[config.mk]
export PLATFORM = sky130hd
export DESIGN_NAME = prog_ctr_multi
export DESIGN_NICKNAME = d
export VERILOG_FILES = /design/src/rtl/prog_ctr_pkg.sv /design/src/rtl/prog_ctr_multi_ras.sv /design/src/rtl/prog_ctr_multi.sv
export SDC_FILE = /design/constraint.sdc
export NUM_CORES = 1
export LEC_CHECK = 0
export ABC_AREA = 0
export BUFFER_PORTS_ARGS = -buffer_cell sky130_fd_sc_hd__buf_2
export CAP_MARGIN = 0
export CELL_PAD_IN_SITES_DETAIL_PLACEMENT = 0
export CELL_PAD_IN_SITES_GLOBAL_PLACEMENT = 2
export CORE_MARGIN = 8
export CORE_UTILIZATION = 26
export CTS_CLUSTER_SIZE = 40
export DETAILED_ROUTE_END_ITERATION = 6
export HOLD_SLACK_MARGIN = 0.05
export PLACE_DENSITY_LB_ADDON = 0.1
export SLEW_MARGIN = 5
export SYNTH_ARGS = -nofsm -noshare
export SYNTH_HDL_FRONTEND = slang
export SYNTH_HIERARCHICAL = 1
export SYNTH_SLANG_ARGS = --single-unit
[constraint.sdc]
create_clock -name clk -period 2.06 [get_ports clk]
set_input_delay 0.309 -clock clk [delete_from_list [all_inputs] [get_ports clk]]
set_output_delay 0.309 -clock clk [all_outputs]
set_load 0.005 [all_outputs]
[src/rtl/prog_ctr_pkg.sv]
// Shared types and helpers for the multi-program fetch counter.
// The return-address stack is enabled by defining PROG_CTR_RAS_EN.
package prog_ctr_pkg;

  typedef enum logic [1:0] {
    IDLE   = 2'd0,
    ARMED  = 2'd1,
    RUN    = 2'd2,
    HALTED = 2'd3
  } state_t;

  localparam int DEF_PC_W        = 10;
  localparam int DEF_NUM_PROGS   = 4;
  localparam int DEF_PROG_STRIDE = 256;
  localparam int DEF_REL_W       = 6;
  localparam int DEF_RAS_DEPTH   = 4;

  // Program entry address, reduced modulo 2^width.
  function automatic int unsigned entry(input int unsigned sel,
                                        input int unsigned stride,
                                        input int unsigned width);
    int unsigned mask;
    mask = (width >= 32) ? 32'hFFFF_FFFF : ((32'd1 << width) - 32'd1);
    return (sel * stride) & mask;
  endfunction

endpackage

[src/rtl/prog_ctr_multi_ras.sv]
// Circular return-address stack; a push onto a full stack overwrites the oldest entry.
// Compiled only when PROG_CTR_RAS_EN is defined.
`ifdef PROG_CTR_RAS_EN
module ret_addr_stack
  import prog_ctr_pkg::*;
#(
  parameter int W     = DEF_PC_W,
  parameter int DEPTH = DEF_RAS_DEPTH
) (
  input  logic         clk,
  input  logic         reset,
  input  logic         push,
  input  logic         pop,
  input  logic [W-1:0] push_data,
  input  logic         clear,
  output logic [W-1:0] top,
  output logic         empty,
  output logic         full
);

  localparam int PTR_W = $clog2(DEPTH);

  logic [W-1:0]     r_mem [DEPTH];
  logic [PTR_W-1:0] r_ptr;
  logic [PTR_W:0]   r_cnt;
  logic [PTR_W-1:0] w_top_idx;

  assign w_top_idx = r_ptr - PTR_W'(1);
  assign top       = r_mem[w_top_idx];
  assign empty     = (r_cnt == '0);
  assign full      = (r_cnt == (PTR_W+1)'(DEPTH));

  // The pointer wraps, so the count saturates at DEPTH while old slots are reused.
  always_ff @(posedge clk or posedge reset) begin
    if (reset) begin
      r_ptr <= '0;
      r_cnt <= '0;
    end else if (clear) begin
      r_ptr <= '0;
      r_cnt <= '0;
    end else if (push) begin
      r_ptr <= r_ptr + PTR_W'(1);
      if (!full) r_cnt <= r_cnt + (PTR_W+1)'(1);
    end else if (pop && !empty) begin
      r_ptr <= r_ptr - PTR_W'(1);
      r_cnt <= r_cnt - (PTR_W+1)'(1);
    end
  end

  always_ff @(posedge clk) begin
    if (push && !clear) r_mem[r_ptr] <= push_data;
  end

endmodule
`endif

[src/rtl/prog_ctr_multi.sv]
// Fetch-stage program counter with program select, branches, call/return and halt.
// Define PROG_CTR_RAS_EN to build the return-address stack and its sticky flags.
module prog_ctr_multi
  import prog_ctr_pkg::*;
#(
  parameter int PC_W        = DEF_PC_W,
  parameter int NUM_PROGS   = DEF_NUM_PROGS,
  parameter int PROG_STRIDE = DEF_PROG_STRIDE,
  parameter int REL_W       = DEF_REL_W,
  parameter int RAS_DEPTH   = DEF_RAS_DEPTH
) (
  input  logic                         clk,
  input  logic                         reset,
  input  logic                         start,
  input  logic [$clog2(NUM_PROGS)-1:0] prog_sel,
  input  logic                         halt,
  input  logic                         branch_en,
  input  logic                         branch_rel,
  input  logic [PC_W-1:0]              target,
  input  logic [REL_W-1:0]             offset,
  input  logic                         call_en,
  input  logic                         ret_en,
  output logic [PC_W-1:0]              prog_ctr,
  output logic                         running,
  output logic                         ras_overflow,
  output logic                         ras_underflow
);

  state_t r_state, w_state_nxt;

  logic [PC_W-1:0]         r_pc, w_pc_nxt;
  logic [PC_W-1:0]         w_entry, w_pc_inc, w_pc_rel, w_ret_pc;
  logic signed [REL_W-1:0] w_off_s;
  logic signed [PC_W-1:0]  w_off_ext;
  logic                    w_active, w_do_call, w_do_ret;

  assign w_entry   = PC_W'(entry(32'(prog_sel), PROG_STRIDE, PC_W));
  assign w_pc_inc  = r_pc + PC_W'(1);
  assign w_off_s   = offset;
  assign w_off_ext = PC_W'(w_off_s);
  assign w_pc_rel  = r_pc + w_off_ext;
  assign prog_ctr  = r_pc;

  always_ff @(posedge clk or posedge reset) begin
    if (reset) r_state <= IDLE;
    else       r_state <= w_state_nxt;
  end

  always_comb begin
    w_state_nxt = r_state;
    case (r_state)
      IDLE:    if (start) w_state_nxt = ARMED;
      ARMED:   if (!start) w_state_nxt = RUN;
      RUN:     if (start) w_state_nxt = ARMED;
               else if (halt) w_state_nxt = HALTED;
      HALTED:  if (start) w_state_nxt = ARMED;
      default: w_state_nxt = IDLE;
    endcase
  end

  // Stack/flow decodes only fire in RUN once start and halt have been ruled out.
  always_comb begin
    running   = (r_state == RUN);
    w_active  = running && !start && !halt;
    w_do_ret  = w_active && ret_en;
    w_do_call = w_active && call_en && !ret_en;
  end

  always_comb begin
    w_pc_nxt = r_pc;
    if (start) begin
      w_pc_nxt = w_entry;
    end else if (w_active) begin
      if (ret_en)         w_pc_nxt = w_ret_pc;
      else if (call_en)   w_pc_nxt = target;
      else if (branch_en) w_pc_nxt = branch_rel ? w_pc_rel : target;
      else                w_pc_nxt = w_pc_inc;
    end
  end

  always_ff @(posedge clk or posedge reset) begin
    if (reset) r_pc <= '0;
    else       r_pc <= w_pc_nxt;
  end

`ifdef PROG_CTR_RAS_EN
  logic            w_empty, w_full;
  logic [PC_W-1:0] w_top;

  ret_addr_stack #(
    .W     (PC_W),
    .DEPTH (RAS_DEPTH)
  ) u_ras (
    .clk       (clk),
    .reset     (reset),
    .push      (w_do_call),
    .pop       (w_do_ret && !w_empty),
    .push_data (w_pc_inc),
    .clear     (start),
    .top       (w_top),
    .empty     (w_empty),
    .full      (w_full)
  );

  assign w_ret_pc = w_empty ? w_pc_inc : w_top;

  always_ff @(posedge clk or posedge reset) begin
    if (reset) begin
      ras_overflow  <= 1'b0;
      ras_underflow <= 1'b0;
    end else if (start) begin
      ras_overflow  <= 1'b0;
      ras_underflow <= 1'b0;
    end else begin
      if (w_do_call && w_full)  ras_overflow  <= 1'b1;
      if (w_do_ret  && w_empty) ras_underflow <= 1'b1;
    end
  end
`else
  assign w_ret_pc      = w_pc_inc;
  assign ras_overflow  = 1'b0;
  assign ras_underflow = 1'b0;
`endif

endmodule

# After elaboration in Yosys (flattened, before gate mapping)
# Cells that the tools add are included.
classes:
  addsub: 2
  multipliers: 0
  div_mod_pow: 0
  magnitude_cmp: 0
  eq_ne: 6
  shift: 0
  muxes: 11
  bitwise_logic: 0
  n_reduce_logical: 8
op_table:
  columns: ["op", "n"]
  rows:
  - ["10-bit two-way mux", 6]
  - ["10-bit by 1-bit adder with 10-bit output, second input constant", 1]
  - ["10-bit adder", 1]
  - ["2-bit two-way mux", 4]
  - ["2-bit one-hot mux with 3 select lines", 1]
  - ["2-bit equality test, second input constant", 2]
  - ["3-bit inequality test, second input constant", 1]
  - ["3-bit AND reduction", 1]
  - ["2-bit by 1-bit equality test with 1-bit output, second input constant", 1]
  - ["1-bit logical AND", 2]
  - ["1-bit zero test", 2]
  - ["2-bit zero test", 1]
  - ["2-bit by 1-bit inequality test with 1-bit output, second input constant", 1]
  - ["2-bit inequality test, second input constant", 1]
  - ["2-bit nonzero test", 1]
  - ["2-bit OR reduction", 1]
totals:
  regBits: 12
  latchBits: 0
  ram_bits: 0
  mem_bits_ro: 0
  input_bits: 26
  elab_cells: 29
  mem_count: 0

# Logic depth before layout (Yosys ltp)
# Gate-level depths: netlist of the first run.
logic_depth:
  depth_word: 7
  depth_mapped: 9
  mapped_depth_nobuf: 9

# Least setup slack after synthesis of the first run
# OpenSTA, ideal clock, no wires.
synth_timing:
  path_kind: "reg2reg"
  startpoint: "register r_pc[0], in the netlist prog_ctr[0]"
  endpoint: "register r_pc[4], in the netlist prog_ctr[4]"
  setup_time_ps: 125
  t_arrival_ps: 1839
  setup_slack_ps: 96
  stages_incl_launch_ff: 10
  synth_period_minus_slack_ps: 1964
  cell_sequence: "dfrtp_1 -> ha_1 -> inv_1 -> fa_1 -> inv_1 -> a21o_1 -> a21oi_1 -> xnor2_1 -> o21ai_0 -> a2111oi_0"
synth_via:
  elab_chain_len: 7
  word_cells_on_any_way: 8
  cone_classes: "add/sub: 2; mux: 6"
synth_lines:
  columns: ["element", "line", "text"]
  rows:
  - ["from (decl)", "prog_ctr_multi.sv:31", "logic [PC_W-1:0] r_pc, w_pc_nxt;"]
  - ["from (signal assigned)", "prog_ctr_multi.sv:83", "else r_pc <= w_pc_nxt;"]
  - ["10-bit adder", "prog_ctr_multi.sv:41", "assign w_pc_rel = r_pc + w_off_ext;"]
  - ["10-bit two-way mux (2 in a row)", "prog_ctr_multi.sv:76", "else if (branch_en) w_pc_nxt = branch_rel ? w_pc_rel : target;"]
  - ["10-bit two-way mux", "prog_ctr_multi.sv:75", "else if (call_en) w_pc_nxt = target;"]
  - ["10-bit two-way mux (*)", "prog_ctr_multi.sv:74", "if (ret_en) w_pc_nxt = w_ret_pc;"]
  - ["10-bit two-way mux (*)", "prog_ctr_multi.sv:73", "end else if (w_active) begin"]
  - ["10-bit two-way mux (*)", "prog_ctr_multi.sv:71", "if (start) begin"]
# Mark *: on every way between the ends. The rest lies on a longest branch, timed or not. The select of a mux whose other input is x is not followed.
# A chain may end at the register's enable or synchronous reset.

# Worst setup path after layout of the first run
layout_timing:
  startpoint: "register r_pc[4], in the netlist prog_ctr[4]"
  endpoint: "register r_pc[9], in the netlist prog_ctr[9]"
# The elaborated chain is that of the path after synthesis.

==> metrics.yaml, run 1 <==
final-seq-area_um2: 300.3
cp-end-kind: "flip-flop"
netlist_area_mm2: 0.001435
slew_viol_final: 0
tightest_slew_ns: 0.5431
synth_largest_area_cell: "dfrtp_1"
yosysSeqAreaShare_pct: 20.92
postRouteAntennaNets: 0
multi_input_area_mm2: 0.001067
gr-total-overflow: 0
grt_use_met3_pct: 1.995
failed_checks: "negative setup slack"
synth_top_area_share_pct: 20.92
r2r_start: "prog_ctr[4]"
hold_path.class: "in2async"
n_antenna_cell: 0
use_met1_pct: 16.85
portBuffers: 36
cp_max_fo: 7
dp.final_hpwl_um: 4576
r2r_cells: 7
cts.path.max_buffers: 2
first_iter_violations: 61
cts-buffers-inserted: 3
relSlewSlack_pct: 63.75
clock_sinks: 12
drc_errors: 0
grt_pass1_vias: 1783
syn_to_final_growth_pct: 29.82
async_reset_ff_share_pct: 100.0
avgSynthCellArea_um2: 7.360
die_area_mm2: 0.008153
viasPerCell: 5.351
ys.flop_type: "dfrtp_1"
grt_max_degree: 23
synth_cell_type_count: 46
cts_tree: "done"
critPathKind: "reg2reg"
fillers: 624
die_w_um: 90.30
groute.usage.overall_pct: 14.11
gp_congestion: 0.8323
num_rows: 27
finalHoldViolations: 0
io_pins: 39
setup_slack_ns: -0.06228
place_ws_ns: -0.1145
use_met2_pct: 24.91
timing.final.crit_share_pct: 103.0
r2r_slack_ns: -0.06
cap_violations: 0
fmax_ghz: 0.4712
fp.dieH_um: 90.30
htreeDepth: 1
routed_wirelength_um: 5762
busiest_layer: "met2"
arrival_ns: 2.23
setup_violations: 1
grt_antenna_before_repair: 0
leakage_nw: 0.8926
dr.pass1.iters: 5
worstReg2RegEnd: "prog_ctr[9]"
outcome: "complete, but fails checks"
rsz0062_at_grt: "yes"
layout-drive-gt1-share_pct: 27.87
drt-wirelength-per-cell_um: 18.23
netlist_instances: 195
fin_nets: 285
worst_clock_skew_ns: 0.0005748
root_buffer: "clkbuf_8"
synthTopCellsByArea: "dfrtp_1 21%, ha_1 10%, a21oi_1 8.7%"
grt_pass1_wl_um: 9315
required_ns: 2.17
core_mm2: 0.005405
synth-edff-count: 0
clk_latency_ns: 0.24
final_core_util_pct: 34.47
synth-seq-cells: 12
power_density_mw_per_mm2: 543.0
yosysWarnings: 6
vdd_drop_max_v: 0.0001736
vias: 1691
start_kind: "flip-flop"
initial_utilization_pct: 26.55
clkTransAtPathRegs_ns: 0.06
min_period_ns: 2.122
## flip-flops by register name (all words and copies together) (netlist names)
signal    cells
prog_ctr     10
r_state       2
## report_power, final
part	switching (mW)	internal, mW	total (mW)
Clock	0.0954	0.129	0.225
Sequential	0.0324	0.271	0.303
Combinational	0.277	0.207	0.483
## synthesized netlist by cell type (all sizes together), types with 3 or more instances
library cell	count
a21o	3
buf	5
nor2	14
nor3	6
a21oi	25
nand2b	4
nand4	3
xor2	5
o22ai	3
o21ai	15
dfrtp	12
ha	12
a31oi	4
nand3	5
nand2	21
and3	3
inv	13
o21a	3
xnor2	4
clkbuf	4
## area by class of cell
class,count,share of cell area (%)
clock buffer,3,2.216
inverter,13,2.619
multi-input combinational,162,57.29
sequential,12,16.12
tap,72,4.835
timing repair buffer,54,16.92
## metal layers
layer | share of wire, % | wire length [um] | vias to the layer above
met5 | 0 | 0 | -
met2 | 48 | 2769 | 50
li1 | - | - | 817
met3 | 4.1 | 234 | 9
met4 | 2.1 | 119 | 0
met1 | 46 | 2639 | 815
## worst max-delay path, stage by stage (launching register included)
cell	delay, ns
dfrtp_1	0.39
ha_1	0.42
a21oi_1	0.11
o21ai_0	0.28
o211ai_1	0.19
and3_1	0.19
nor3_1	0.25
o21ai_0	0.16
## per-stage QoR
stage | total power, mW | cell area, um2 | setup TNS [ns] | hold slack, ns | std cells
after floorplan | 0.5945 | 1439 | 0 | 0.1737 | 196
after global placement | 0.7544 | 1770 | 0 | 0.3691 | 310
after detailed placement | 0.7708 | 1770 | -0.1268 | 0.3854 | 310
after CTS | 1.005 | 1827 | 0 | 0.1178 | 313
after global routing | 1.091 | 1863 | -0.2922 | 0.1533 | 316
final | 1.012 | 1863 | -0.06228 | 0.09981 | 316
## placed cells by master, fill, tap and decap left out, types with 2 or more instances in the layout
master	n
a211o_1	2
a211oi_1	2
a21o_1	3
a21oi_1	24
a22o_1	2
a22oi_1	2
a31oi_1	3
and3_1	2
buf_2	36
buf_4	18
clkbuf_8	3
conb_1	2
dfrtp_1	12
ha_1	11
inv_1	11
inv_2	2
nand2_1	21
nand2b_1	4
nand3_1	5
nand4_1	3
nor2_1	14
nor3_1	6
o2111ai_1	2
o211ai_1	2
o21a_1	3
o21ai_0	14
o221ai_1	2
o22ai_1	3
o31ai_1	2
xnor2_1	4
xor2_1	5
## kinds of logic after synthesis
kind of cell	after synthesis	share of synthesized area, %
DFF	12	20.92
xor gates and xnor gates	9	5.492
adders and majority gates	13	11.86
other	1	0.2613
AOI/OAI and AO/OA	76	33.74
muxes	1	0.6975
buffers and inverters	22	6.974
and+or+nand+nor	61	20.05
## worst max-delay path by stage
stage / depth (start not counted) / slack [ns] / endpoint / startpoint
after CTS: 9 / 0.0002 / prog_ctr[6] / prog_ctr[0]
after global placement: 8 / 0.02 / prog_ctr[9] / offset[4]
after global routing: 9 / -0.13 / prog_ctr[4] / prog_ctr[0]
after floorplan: 9 / 0.1 / prog_ctr[4] / prog_ctr[0]
final: 7 / -0.06 / prog_ctr[9] / prog_ctr[4]
after detailed placement: 9 / -0.11 / prog_ctr[4] / prog_ctr[0]
## timing repair
action	CTS	global route
gates cloned	0	0
gates resized for setup	4	6
pin swaps	2	5
setup endpoints to repair	3	4
hold buffers	0	0
buffers inserted	0	3
(Power assumes the default switching activity.)
==> run 2: changes to the inputs <==
- CORE_MARGIN: 8 -> default
- CORE_UTILIZATION: 26 -> 29
- clock period: 2.06 -> 2.15 ns (I/O delays scaled with it)
==> metrics.yaml, run 2 (synthesized netlist as in run 1, its figures left out) <==
num_rows: 25  # -7.4%
fin_nets: 278  # -2.5%
start_kind: "flip-flop"
dr.pass1.iters: 6  # +1
cp_max_fo: 3  # -4
vdd_drop_max_v: 0.0002366  # +36%
drc_errors: 0  # unchanged
largest_reg_flops: 10  # unchanged
gp_congestion: 0.9018  # +8.4%
whs_ns: 0.1278  # +0.02802 ns
syn_to_final_growth_pct: 25.02
n_antenna_cell: 0  # unchanged
final_cell_mix: "36 x buf_2, 25 x a21oi_1, 21 x nand2_1"
groute.usage.overall_pct: 20.87  # +6.8 points
fmax_ghz: 0.4942  # +4.9%
routed_wirelength_um: 5285  # -8.3%
final.setup.tns_ns: 0  # +0.06228 ns
cts-buffers-inserted: 3  # unchanged
vias: 1643  # -2.8%
outcome: "finished clean"
gr-total-overflow: 0  # unchanged
fp.dieH_um: 72.35  # -20%
portBuffers: 36  # unchanged
cts.path.max_buffers: 2  # unchanged
tightest_slew_ns: 0.5898  # +0.04673 ns
clkTransAtPathRegs_ns: 0.06  # about the same
slew_viol_final: 0  # unchanged
grt_pass1_vias: 1616  # -9.4%
io_pins: 39  # unchanged
grt_max_degree: 23  # unchanged
cap_violations: 0  # unchanged
setup_violations: 0  # -1
clock_sinks: 12  # unchanged
root_buffer: "clkbuf_8"
leakage_nw: 0.8595  # -3.7%
final_core_util_pct: 37.74  # +3.3 points
ctsHoldBuffers: 0  # unchanged
layout-drive-gt1-share_pct: 24.05  # -3.8 points
setup_slack_ns: 0.1264  # +0.1886 ns
relSlewSlack_pct: 60.53  # -3.2 points
clk_latency_ns: 0.24  # about the same
final_common_cell: "buf_2"
power_density_mw_per_mm2: 528.5  # -2.7%
timing.final.crit_share_pct: 94.12  # -8.9 points
hold_path.class: "in2async"
final-seq-area_um2: 300.3  # unchanged
place_ws_ns: 0.03082  # +0.1453 ns
critPathKind: "reg2reg"
min_period_ns: 2.024  # -0.09864 ns
die_area_mm2: 0.005234  # -36%
postRouteAntennaNets: 0  # unchanged
worst_clock_skew_ns: 0.001585  # +0.001011 ns
core_mm2: 0.004755  # -12%
first_iter_violations: 91  # +49%
htreeDepth: 1  # unchanged
grt_pass1_wl_um: 8211  # -12%
initial_utilization_pct: 30.18  # +3.6 points
multi_input_area_mm2: 0.001057  # -0.94%
drt-wirelength-per-cell_um: 17.38  # -4.7%
die_w_um: 72.35  # -20%
viasPerCell: 5.405  # +1.0%
arrival_ns: 2.21  # -0.02 ns
grt_antenna_before_repair: 0  # unchanged
required_ns: 2.33  # +0.16 ns
cp-end-kind: "flip-flop"
cts_tree: "done"
finalHoldViolations: 0  # unchanged
fillers: 525  # -16%
rsz0062_at_grt: "yes"
dp.final_hpwl_um: 4145  # -9.4%
[run 2: cell count changes in the layout (fill, tap and decap cells not counted), sizes merged]
cell | previous run | this run
buf | 54 | 47
[run 2: area by class of cell]
class	instances	area share [%]
flip-flops and latches	12	16.74
multi-input cells	162	58.93
inverters	13	2.720
well taps	67	4.672
repair buffers	47	14.64
clock buffers	3	2.301
[run 2: per-stage QoR]
stage          cell area [um2]  cells  power, mW
5_1_grt                   1794    304      1.035
4_1_cts                   1777    304     0.9552
3_5_place_dp              1734    301     0.7278
3_3_place_gp              1734    301     0.7110
6_report                  1794    304     0.9483
2_1_floorplan             1439    196     0.5696
[run 2: critical path, cell delays in order (launching register included)]
cell     delay [ns]
dfrtp_1        0.40
ha_2           0.19
inv_1          0.06
fa_2           0.20
inv_1          0.04
a21o_1         0.19
a221o_1        0.36
and3_1         0.19
a211o_1        0.27
nand2_1        0.06
[run 2: path summary, 6_finish.rpt]
path	startpoint	slack, ns	cells after the start	endpoint
min in group clk	prog_sel[0]	0.36	3	prog_ctr[8]
max in group asynchronous	reset	1.65	2	prog_ctr[6]
setup / recovery	prog_ctr[0]	0.13	9	prog_ctr[6]
setup reg to reg	prog_ctr[0]	0.13	9	prog_ctr[6]
hold reg to reg	r_state[1]	0.58	2	r_state[1]
hold / removal	reset	0.13	2	r_state[1]
[run 2: report_power, final]
group	switching [mW]	leakage [nW]	internal, mW
Clock	0.0931	0.0216	0.124
Sequential	0.0296	0.156	0.260
Combinational	0.258	0.682	0.185
Total	0.380	0.860	0.568
[run 2: per-layer routing]
metal | up-vias | wire length (um) | global-route usage (%)
met4 | 0 | 30 | 3.922
met1 | 780 | 2434 | 27.20
met2 | 58 | 2610 | 37.28
li1 | 803 | - | -
met5 | - | 0 | 0
met3 | 2 | 209 | 2.222
[run 2: what timing repair did]
action                     4_1_cts  5_1_grt
gates resized for setup          1        5
pin swaps                        0        2
setup endpoints to repair        1        3
setup buffers                    0        0
